## src/rtl/multdiv_sequencer.sv

```systemverilog
// Sequences the shared multi-cycle mult/div unit: issue from DX, track the in-flight IR, arbitrate the regfile port.
// Latency: start pulse 1 cycle after issue; result written the cycle md_ready arrives unless MW owns the port.
// Backpressure: MW writeback wins the regfile port; a losing result waits in a hold register; FD is stalled on hazards.
//
// Ports:
//   clock, reset          rising-edge clock, synchronous active-high reset
//   fd_ir, dx_ir          instructions in FD (hazard check) and DX (issue check)
//   mw_we                 MW stage owns the regfile write port this cycle
//   md_ready/_exception   unit result strobe and exception flag (qualified by md_ready)
//   md_result             unit result data
//   ctrl_mult/ctrl_div    one-cycle start pulses to the unit
//   pw_ir                 in-flight instruction (0 when idle)
//   busy, stall           sequencer occupied; freeze FD/PC
//   md_we/md_wd/md_data   mult/div regfile write
//   md_timeout            sticky: the unit never answered
module multdiv_sequencer #(
    parameter logic [4:0]  MULT_ALUOP = 5'd6,
    parameter logic [4:0]  DIV_ALUOP  = 5'd7,
    parameter logic [4:0]  EXC_REG    = 5'd30,
    parameter logic [31:0] MULT_EXC   = 32'd4,
    parameter logic [31:0] DIV_EXC    = 32'd5,
    parameter int          TIMEOUT    = 40
) (
    input  logic        clock,
    input  logic        reset,
    input  logic [31:0] fd_ir,
    input  logic [31:0] dx_ir,
    input  logic        mw_we,
    input  logic        md_ready,
    input  logic        md_exception,
    input  logic [31:0] md_result,
    output logic        ctrl_mult,
    output logic        ctrl_div,
    output logic [31:0] pw_ir,
    output logic        busy,
    output logic        stall,
    output logic        md_we,
    output logic [4:0]  md_wd,
    output logic [31:0] md_data,
    output logic        md_timeout
);

    localparam int            CW       = (TIMEOUT > 1) ? $clog2(TIMEOUT) : 1;
    localparam logic [CW-1:0] CNT_LAST = CW'(TIMEOUT - 1);

    typedef enum logic [1:0] {IDLE, RUN, HOLD} state_t;

    function automatic logic is_md(input logic [31:0] ir);
        return (ir[31:27] == 5'd0) && ((ir[6:2] == MULT_ALUOP) || (ir[6:2] == DIV_ALUOP));
    endfunction

    // True when register r (nonzero) is in the read or write set of ir.
    function automatic logic touches(input logic [31:0] ir, input logic [4:0] r);
        logic [4:0] op;
        logic [4:0] rd;
        logic [4:0] rs;
        logic [4:0] rt;
        logic       hit;
        op  = ir[31:27];
        rd  = ir[26:22];
        rs  = ir[21:17];
        rt  = ir[16:12];
        hit = 1'b0;
        case (op)
            5'd0:                hit = (r == rs) || (r == rt) || (r == rd);
            5'd2, 5'd4, 5'd6:    hit = (r == rd) || (r == rs);
            5'd3:                hit = (r == 5'd31);
            5'd5:                hit = (r == rd);
            5'd7:                hit = (r == rs);
            5'd8:                hit = (r == rs) || (r == rd);
            5'd21, 5'd22:        hit = (r == 5'd30);
            default:             hit = 1'b0;
        endcase
        return hit && (r != 5'd0);
    endfunction

    state_t        state;
    state_t        state_nxt;
    logic [CW-1:0] cnt;
    logic [4:0]    hold_wd;
    logic [31:0]   hold_data;

    logic          issue;
    logic          wr_slot;
    logic          latch_hold;
    logic          tmo_hit;
    logic          exc_pend;
    logic [4:0]    res_wd;
    logic [31:0]   res_data;
    logic [4:0]    wr_wd;
    logic [31:0]   wr_data;

    logic          unused_fd_bits;
    assign unused_fd_bits = ^{fd_ir[11:7], fd_ir[1:0]};

    // Where the live unit result would go this cycle.
    assign res_wd   = md_exception ? EXC_REG : pw_ir[26:22];
    assign res_data = md_exception ? ((pw_ir[6:2] == DIV_ALUOP) ? DIV_EXC : MULT_EXC)
                                   : md_result;

    assign busy = (state != IDLE);

    always_comb begin
        state_nxt  = state;
        issue      = 1'b0;
        wr_slot    = 1'b0;
        latch_hold = 1'b0;
        tmo_hit    = 1'b0;
        wr_wd      = res_wd;
        wr_data    = res_data;
        exc_pend   = 1'b0;
        case (state)
            IDLE: begin
                if (is_md(dx_ir)) begin
                    issue     = 1'b1;
                    state_nxt = RUN;
                end
            end
            RUN: begin
                exc_pend = md_ready && md_exception;
                // A result arriving on the last allowed cycle still wins over the timeout.
                if (md_ready) begin
                    if (mw_we) begin
                        latch_hold = 1'b1;
                        state_nxt  = HOLD;
                    end else begin
                        wr_slot   = 1'b1;
                        state_nxt = IDLE;
                    end
                end else if (cnt == CNT_LAST) begin
                    tmo_hit   = 1'b1;
                    state_nxt = IDLE;
                end
            end
            HOLD: begin
                wr_wd    = hold_wd;
                wr_data  = hold_data;
                exc_pend = (hold_wd == EXC_REG);
                if (!mw_we) begin
                    wr_slot   = 1'b1;
                    state_nxt = IDLE;
                end
            end
            default: state_nxt = IDLE;
        endcase

        // A reset cycle drops any pending write; r0 writes are suppressed but still retire the op.
        md_we   = wr_slot && !reset && (wr_wd != 5'd0);
        md_wd   = md_we ? wr_wd : 5'd0;
        md_data = md_we ? wr_data : 32'd0;

        // EXC_REG only counts as a hazard once the exception outcome is actually known.
        stall = busy && (is_md(fd_ir)
                         || touches(fd_ir, pw_ir[26:22])
                         || (exc_pend && touches(fd_ir, EXC_REG)));
    end

    always_ff @(posedge clock) begin
        if (reset) begin
            state      <= IDLE;
            cnt        <= '0;
            pw_ir      <= 32'd0;
            hold_wd    <= 5'd0;
            hold_data  <= 32'd0;
            ctrl_mult  <= 1'b0;
            ctrl_div   <= 1'b0;
            md_timeout <= 1'b0;
        end else begin
            state     <= state_nxt;
            ctrl_mult <= issue && (dx_ir[6:2] == MULT_ALUOP);
            ctrl_div  <= issue && (dx_ir[6:2] == DIV_ALUOP);
            if (issue) begin
                pw_ir <= dx_ir;
                cnt   <= '0;
            end else begin
                if (state_nxt == IDLE) begin
                    pw_ir <= 32'd0;
                end
                if ((state == RUN) && (cnt != '1)) begin
                    cnt <= cnt + CW'(1);
                end
            end
            if (latch_hold) begin
                hold_wd   <= res_wd;
                hold_data <= res_data;
            end
            if (tmo_hit) begin
                md_timeout <= 1'b1;
            end
        end
    end

endmodule

```

## config.mk

```make
export PLATFORM = sky130hd
export DESIGN_NAME = multdiv_sequencer
export DESIGN_NICKNAME = d
export VERILOG_FILES = /design/src/rtl/multdiv_sequencer.sv
export SDC_FILE = /design/constraint.sdc
export NUM_CORES = 1
export LEC_CHECK = 0
export ABC_AREA = 1
export BUFFER_PORTS_ARGS = -buffer_cell sky130_fd_sc_hd__buf_2
export CAP_MARGIN = 10
export CORE_MARGIN = 2
export CORE_UTILIZATION = 49
export DETAILED_ROUTE_END_ITERATION = 10
export PLACE_DENSITY_LB_ADDON = 0.2
export SETUP_SLACK_MARGIN = 0.02
export SYNTH_ARGS = -nofsm -noshare
export SYNTH_HDL_FRONTEND = slang
export SYNTH_SLANG_ARGS = --single-unit
```

## constraint.sdc

```tcl
create_clock -name clock -period 2.8 [get_ports clock]
set_input_delay 0.56 -clock clock [delete_from_list [all_inputs] [get_ports clock]]
set_output_delay 0.56 -clock clock [all_outputs]
set_load 0.005 [all_outputs]
```

==> out/metrics.yaml, run 1 <==
synth:
  async_reset_ff_frac: 0
  synth_top_cell_area_share: 0.357
  avgSynthCellArea_um2: 6.91
  synth_seq_cells: 80
  synth.yosys.seq_area_share: 0.357
  syn_nets: 755
  yosysTopAreaCell: "dfxtp_1"
  synth_cell_type_count: 41
  synth_commonest_cells: "nand2_1 (134), nor2_1 (90), dfxtp_1 (80)"
  synthesis.area_um2: 4480
  syn_inst: 649
  synth_ff_type: "dfxtp_1"
  yosysWarnings: 0
  synth_edf_count: 0
  synth.most_common_cell: "nand2_1"
  synth.top_cells.by_area: "dfxtp_1 (36%), nand2_1 (11%), nor2_1 (7.5%)"
worst_setup_path:
  worstPathArrival_ns: 2.10
  cp.required_ns: 2.24
  critPathKind: "flop to primary output"
  path_cells: "inv_1 > ha_1 > nand2_1 > nand2_1 > nand4_2 > a41oi_2 > inv_4 > clkbuf_16 > a21oi_2 > buf_2"
  slowest_delay_ns: 0.36
  cp_max_fo: 7
  worstSetupEndpointType: "primary output"
  cp_slowest_cell: "dfxtp_2"
  path_common_cell: "nand2_1"
  cp-start-kind: "flop"
finish:
  final_core_utilization: 0.642
  drive_above_1_share: 0.332
  n_antenna_cell: 0
  nNetsFinal: 908
  finalNonFillerCells: 915
  syn2layout_area_growth_pct: 26.0
global_route:
  grt_first_pass_wirelength_um: 20400
  grt_overflow: 0
  grtUsageTotal: 0.247
  antenna_found_initial: 0
  grt_max_degree: 44
  grt_pass1_vias: 4652
clocking:
  postCtsHoldBufs: 0
  cts_sinks: 80
  h-tree-depth: 3
  cts_buffers: 9
  clock-root-buffer: "clkbuf_8"
  cts_tree: "built"
  clk_pin_slew_ns: 0.09
  clk_latency_ns: 0.35
  cts_buffer_depth: 2
die:
  die_w_um: 99.7
  die_area_um2: 9930
  die_y_um: 99.7
  io_pins: 176
  rows: 34
  start_util: 0.509
  core_area_um2: 8810
place:
  gp_congestion: 0.883
  io_buffers: 167
  dp_cells: 895
  hpwl_um: 8620
power_and_ir_drop:
  leakage_nw: 2.66
  total_power_mw: 2.23
  powerDensity_nw_per_um2: 394
  vdd_drop_max_mv: 0.277
timing:
  whs_ns: 0.376
  setup_violations: 0
  period_needed_ns: 2.66
  skew_ns: 0.0149
  rsz0062_at_grt: "no"
  hold_viol: 0
  fmax_mhz: 376
  worst_slew_margin_rel: 0.651
  worst_slew_pin_slew_ns: 0.517
  fin_crit_sh: 0.949
  tns_ns: 0
  final_max_slew_viol_count: 0
route:
  firstDrtPassIters: 4
  drt_iter0_markers: 222
  vias_per_cell: 5.21
  drc: 0
  wl_um: 12400
  vias: 4771
  wl_per_cell_um: 13.6
  antenna_left: 0
worst_hold_path:
  min_path_type: "input port to flop"
job:
  cap_violations: 0
status:
  outcome: "complete, no violations"
-- registers in the layout, indices dropped and copies added (netlist names) --
register / cells
hold_wd: 5
state: 2
ctrl_div: 1
md_timeout: 1
cnt: 6
hold_data: 32
pw_ir: 32
ctrl_mult: 1
-- path summary, 6_finish.rpt --
kind | slack [ns] | to | startpoint | cells after the start
hold / removal | 0.38 | ctrl_mult | dx_ir[2] | 2
setup / recovery | 0.14 | md_data[30] | state[1] | 10
setup reg to reg | 0.66 | pw_ir[6] | state[0] | 13
hold reg to reg | 0.47 | hold_data[10] | hold_data[10] | 2
-- layout make-up --
cell class	count	area [um2]
clock buffers	9	124
clock inverters	7	82.6
fillers	805	3160
inverters	55	211
multi-input cells	473	2480
flip-flops and latches	80	1600
well taps	108	135
repair buffers	183	1010
-- timing repair --
| action | 4_1_cts | 5_1_grt |
|---|---|---|
| pin swaps | 0 | 1 |
| setup endpoints to repair | 15 | 35 |
| cloned | 0 | 3 |
| gates resized for setup | 1 | 9 |
| setup buffers | 0 | 1 |
-- cell families after synthesis --
kind of cell | count (synthesis) | share of synthesized area
fa+ha+maj | 5 | 0.0140
compound gates | 142 | 0.195
xor+xnor | 11 | 0.0215
buf+inv | 96 | 0.0940
simple gates | 315 | 0.319
flops | 80 | 0.357
-- power breakdown --
| part | internal [mW] | switching (mW) |
|---|---|---|
| clock | 0.430 | 0.469 |
| sequential | 1.14 | 0.000495 |
| combinational | 0.0796 | 0.109 |
| total | 1.65 | 0.578 |
-- cell usage in the layout, fill, tap and decap left out, drive strengths merged, types with 3 or more instances in the layout --
master,count
nor3,6
dfxtp,80
xnor2,4
a21oi,92
clkbuf,11
xor2,7
nand3,59
o21ai,40
buf,181
or2,3
inv,60
o21a,4
nor2,94
nand4,3
ha,5
nor3b,8
nand2,138
-- worst max-delay path, delay by kind of cell (launching register included) --
| family | cells | cell delay [ns] |
|---|---|---|
| AND/OR/NAND/NOR | 3 | 0.32 |
| adder cells (fa/ha/maj) | 1 | 0.20 |
| buffers and inverters | 4 | 0.50 |
| AO/OA/AOI/OAI | 2 | 0.38 |
| flip-flops | 1 | 0.36 |
-- per-stage QoR --
step / instance area (um2) / setup WS [ns]
global route: 5650 / 0.0205
CTS: 5550 / 0.00982
floorplan: 4480 / 0.596
finish: 5650 / 0.142
global placement: 5340 / 0.400
detailed placement: 5340 / 0.384
-- routing by layer --
| layer | share of wire | GRT usage |
|---|---|---|
| met1 | 0.43 | 0.306 |
| met2 | 0.49 | 0.429 |
| met3 | 0.065 | 0.0569 |
| met4 | 0.013 | 0.0717 |
| met5 | 0 | 0 |
Power figures use the tool's default switching activity.
==> inputs of run 2 (changes only) <==
==> constraint.sdc (replaced) <==
create_clock -name clock -period 2.8 [get_ports clock]
set_input_delay 0.56 -clock clock [delete_from_list [all_inputs] [get_ports clock]]
set_output_delay 0.56 -clock clock [all_outputs]
set_load 0.01 [all_outputs]
==> out/metrics.yaml, run 2 (synthesized netlist as in run 1, its figures left out) <==
clocking:
  cts_buffers: 9
  cts_buffer_depth: 2
  clk_latency_ns: 0.36
  cts_tree: "built"
  h-tree-depth: 3
  clk_pin_slew_ns: 0.08
  clock-root-buffer: "clkbuf_8"
  cts_sinks: 80
route:
  drt_iter0_markers: 167
  vias_per_cell: 5.29
  vias: 4836
  wl_um: 12500
  antenna_left: 0
  m1WireLength_um: 5210
  wl_per_cell_um: 13.6
  wl_met2_um: 6140
  maxUsedRoutingLayer: "met4"
  drc: 0
  firstDrtPassIters: 5
  wl_met3_um: 892
place:
  dp_cells: 896
  io_buffers: 167
  gp_congestion: 0.866
  hpwl_um: 8750
worst_setup_path:
  worstPathArrival_ns: 2.10
  cp_max_fo: 14
  critPathKind: "flop to primary output"
  reg2reg_from: "state[0]"
  rr_worst_depth: 13
  critPathLaunch: "state[1]"
  worstSetupEndpointType: "primary output"
  crit_end: "md_data[10]"
  cp-start-kind: "flop"
  cp.required_ns: 2.24
  rr_endpoint: "pw_ir[5]"
  r2r_setup_slack_ns: 0.53
power_and_ir_drop:
  vdd_drop_max_mv: 0.368
  powerDensity_nw_per_um2: 393
  internal_power_mw: 1.64
  p_comb_frac: 0.086
  pwr-share-clk: 0.399
  leakage_nw: 2.63
  p_seq_frac: 0.515
  p_sw_frac: 0.258
  total_power_mw: 2.21
  p_sw_uw: 569
finish:
  fillers: 821
  n_antenna_cell: 0
  most-common-layout-cells: "buf_2 (167), nand2_1 (134), nor2_1 (90)"
  nNetsFinal: 908
  final_common_cell: "buf_2"
  finalNonFillerCells: 915
  syn2layout_area_growth_pct: 25.3
  largest_registers: "hold_data: 32 flops, pw_ir: 32 flops, cnt: 6 flops"
  drive_above_1_share: 0.331
timing:
  final_max_slew_viol_count: 0
  hold_viol: 0
  rsz0062_at_grt: "no"
  whs_ns: 0.383
  period_needed_ns: 2.66
  fmax_mhz: 377
  worst_slew_margin_rel: 0.690
  tns_ns: 0
  worst_slew_pin_slew_ns: 0.459
  setup_violations: 0
  skew_ns: 0.00860
  fin_crit_sh: 0.948
job:
  cap_violations: 0
global_route:
  grt_overflow: 0
  antenna_found_initial: 0
  grtUsageTotal: 0.250
  grt_pass1_vias: 4571
  grt_first_pass_wirelength_um: 20500
  grt_max_degree: 44
die:
  core_area_um2: 8810
  die_y_um: 99.7
  die_area_um2: 9930
  start_util: 0.509
  die_w_um: 99.7
  io_pins: 176
  rows: 34
worst_hold_path:
  hp-start: "dx_ir[2]"
  min_path_type: "input port to flop"
status:
  outcome: "complete, no violations"
[run 2: changes by cell type in the layout (fill, tap and decap cells not counted), sizes merged]
cell and delta:
buf +1, clkbuf -1, clkinv +1, clkinvlp +2, inv -3
[run 2: how the worst min path moves through the flow]
stage / endpoint / slack (ns) / depth (start not counted)
after global routing: ctrl_mult / 0.38 / 2
after floorplan: hold_data[10] / 0.44 / 2
after global placement: hold_data[28] / 0.45 / 2
after detailed placement: hold_data[10] / 0.46 / 2
final: ctrl_mult / 0.38 / 2
after CTS: ctrl_mult / 0.37 / 2
[run 2: metrics by stage]
| step | cell area, um2 | util | setup slack [ns] |
|---|---|---|---|
| after floorplan | 4480 | - | 0.482 |
| after global placement | 5350 | 0.608 | 0.385 |
| after detailed placement | 5350 | 0.608 | 0.393 |
| after CTS | 5560 | 0.631 | 0.0106 |
| after global routing | 5620 | 0.638 | 0.0220 |
| final | 5620 | 0.638 | 0.145 |
[run 2: critical path, stage by stage (launching register included)]
cell and delay [ns]:
dfxtp_2 0.36, inv_1 0.08, ha_2 0.19, nand2_1 0.10
nand2_1 0.08, nand4_2 0.12, a41oi_2 0.23, inv_2 0.12
clkbuf_16 0.20, a21oi_2 0.12, buf_2 0.14
[run 2: timing repair]
| item | in CTS | in global routing |
|---|---|---|
| hold buffers | 0 | 0 |
| setup buffers | 0 | 2 |
| gates resized for setup | 1 | 6 |
| setup endpoints to repair | 26 | 35 |
| pin swaps | 0 | 0 |
| endpoints found under the hold margin | 0 | 0 |
| gates cloned | 0 | 1 |
[run 2: final cells by class]
| class | instances | area [um2] | area share |
|---|---|---|---|
| clock buffers | 9 | 124 | 0.0220 |
| inverters | 55 | 209 | 0.0372 |
| multi-input cells | 473 | 2480 | 0.441 |
| repair buffers | 183 | 986 | 0.176 |
| clock inverters | 7 | 80.1 | 0.0143 |
| flip-flops and latches | 80 | 1600 | 0.286 |
| well taps | 108 | 135 | 0.0241 |
[run 2: metal layers]
layer | GRT usage | vias to the layer above
met1 | 0.304 | 2236
li1 | - | 2408
met2 | 0.436 | 166
met4 | 0.0811 | 0
met3 | 0.0618 | 26
met5 | 0 | -
[run 2: power groups by stage]
stage	clock network, mW	registers (mW)	logic, mW
6_report	0.880	1.14	0.189
3_5_place_dp	0	1.16	0.187
5_1_grt	0.946	1.14	0.212
2_1_floorplan	0	1.16	0.0920
4_1_cts	0.897	1.14	0.188
3_3_place_gp	0	1.16	0.181
==> inputs of run 3 (changes only) <==
- GPL_TIMING_DRIVEN: default -> 0
==> out/metrics.yaml, run 3 (synthesized netlist as in run 1, its figures left out) <==
status:
  outcome: "complete, no violations"
clocking:
  cts_sinks: 80
  clk_latency_ns: 0.35
  cts_buffers: 9
  cts_tree: "built"
  clk_pin_slew_ns: 0.09
  cts_buffer_depth: 2
  h-tree-depth: 3
  postCtsHoldBufs: 0
  clock-root-buffer: "clkbuf_8"
worst_setup_path:
  cp-start-kind: "flop"
  worstSetupEndpointType: "primary output"
  cp_slowest_cell: "dfxtp_2"
  slowest_delay_ns: 0.34
  cp.required_ns: 2.24
  worstPathArrival_ns: 2.18
  path_common_cell: "buf_6"
  path_cells: "inv_2 > ha_4 > inv_6 > buf_6 > a21boi_1 > a41oi_4 > buf_6 > inv_4 > buf_16 > a21oi_2 > buf_2"
  cp_max_fo: 6
  critPathKind: "flop to primary output"
place:
  dp_cells: 924
  io_buffers: 167
  dp_slack_ns: 0.172
  hpwl_um: 9980
  gp_congestion: 0.840
global_route:
  antenna_found_initial: 0
  grt_max_degree: 15
  grtUsageTotal: 0.265
  grt_overflow: 0
  grt_pass1_vias: 4757
  grt_first_pass_wirelength_um: 21500
die:
  io_pins: 176
  die_w_um: 99.7
  die_y_um: 99.7
  rows: 34
  die_area_um2: 9930
  start_util: 0.509
  core_area_um2: 8810
finish:
  final_common_cell: "buf_2"
  n_antenna_cell: 0
  most-common-layout-cells: "buf_2 (171), nand2_1 (131), nor2_1 (89)"
  largest_registers: "hold_data: 32 flops, pw_ir: 32 flops, cnt: 6 flops"
  finalNonFillerCells: 956
  nNetsFinal: 949
  drive_above_1_share: 0.343
  fillers: 821
  syn2layout_area_growth_pct: 33.8
worst_hold_path:
  min_path_type: "input port to flop"
power_and_ir_drop:
  p_comb_frac: 0.086
  pwr-share-clk: 0.425
  p_sw_frac: 0.247
  powerDensity_nw_per_um2: 388
  internal_power_mw: 1.75
  vdd_drop_max_mv: 0.321
  leakage_nw: 2.80
  p_sw_uw: 576
  p_seq_frac: 0.489
route:
  vias_per_cell: 5.27
  drt_iter0_markers: 289
  vias: 5040
  wl_per_cell_um: 14.4
  wl_um: 13700
  antenna_left: 0
  drc: 0
  firstDrtPassIters: 5
timing:
  hold_viol: 0
  rsz0062_at_grt: "yes"
  fmax_mhz: 365
  period_needed_ns: 2.74
  fin_crit_sh: 0.978
  worst_slew_margin_rel: 0.624
  whs_ns: 0.372
  worst_slew_pin_slew_ns: 0.564
  finalWorstSetupSlack_ns: 0.0622
  skew_ns: 0.00727
  setup_violations: 0
  final_max_slew_viol_count: 0
job:
  cap_violations: 0
## run 3: cell count changes in the layout (fill, tap and decap cells not counted), moves of 3 or more
cell	change
buf_1	+3
buf_2	+4
buf_4	-3
buf_6	+4
clkbuf_1	+24
clkbuf_4	+3
nand2_1	-3
## run 3: area by class of cell
type	instances	area, um2	area share
multi-input combinational	473	2560	0.426
clock buffer	10	138	0.0229
timing repair buffer	183	1020	0.170
clock inverter	6	91.3	0.0152
buffer	40	236	0.0394
inverter	55	216	0.0361
sequential	80	1600	0.267
timing repair inverter	1	6.26	0.00104
tap	108	135	0.0225
## run 3: critical path: cells and delay by family (launching register included)
family                     cells  cell delay, ns
buffers and inverters          7            0.77
AOI/OAI and AO/OA              3            0.55
DFF                            1            0.34
adders and majority gates      1            0.17
## run 3: path summary, 6_finish.rpt
| kind | from | end | slack (ns) | cells past startpoint |
|---|---|---|---|---|
| setup / recovery | state[0] | md_data[27] | 0.06 | 11 |
| hold / removal | dx_ir[2] | ctrl_mult | 0.37 | 2 |
| setup reg to reg | cnt[0] | pw_ir[25] | 0.91 | 13 |
| hold reg to reg | pw_ir[16] | pw_ir[16] | 0.47 | 2 |
## run 3: per-layer routing
metal / GRT usage / wire length [um] / up-vias
met2: 0.455 / 6620 / 173
met5: 0 / 0 / -
met1: 0.340 / 5840 / 2348
li1: - / - / 2499
met4: 0.0727 / 202 / 0
met3: 0.0527 / 1060 / 20
## run 3: metrics by stage
| step | util | area [um2] | power [mW] | setup TNS [ns] |
|---|---|---|---|---|
| 2_1_floorplan | - | 4480 | 1.26 | 0 |
| 3_3_place_gp | 0.619 | 5460 | 1.35 | 0 |
| 3_5_place_dp | 0.619 | 5460 | 1.36 | 0 |
| 4_1_cts | 0.661 | 5820 | 2.32 | 0 |
| 5_1_grt | 0.682 | 6000 | 2.40 | -0.0815 |
| 6_report | 0.682 | 6000 | 2.33 | 0 |
## run 3: power groups by stage
stage / clock [mW] / sequential (mW) / combinational, mW
2_1_floorplan: 0 / 1.16 / 0.0920
3_3_place_gp: 0 / 1.16 / 0.186
3_5_place_dp: 0 / 1.16 / 0.192
4_1_cts: 0.985 / 1.14 / 0.194
5_1_grt: 1.04 / 1.14 / 0.221
6_report: 0.989 / 1.14 / 0.199
## run 3: repair_timing
item / CTS / global route
buffers inserted: 8 / 4
endpoints found under the setup margin: 35 / 35
pin swaps: 1 / 4
resized for setup: 15 / 25
cloned: 2 / 3
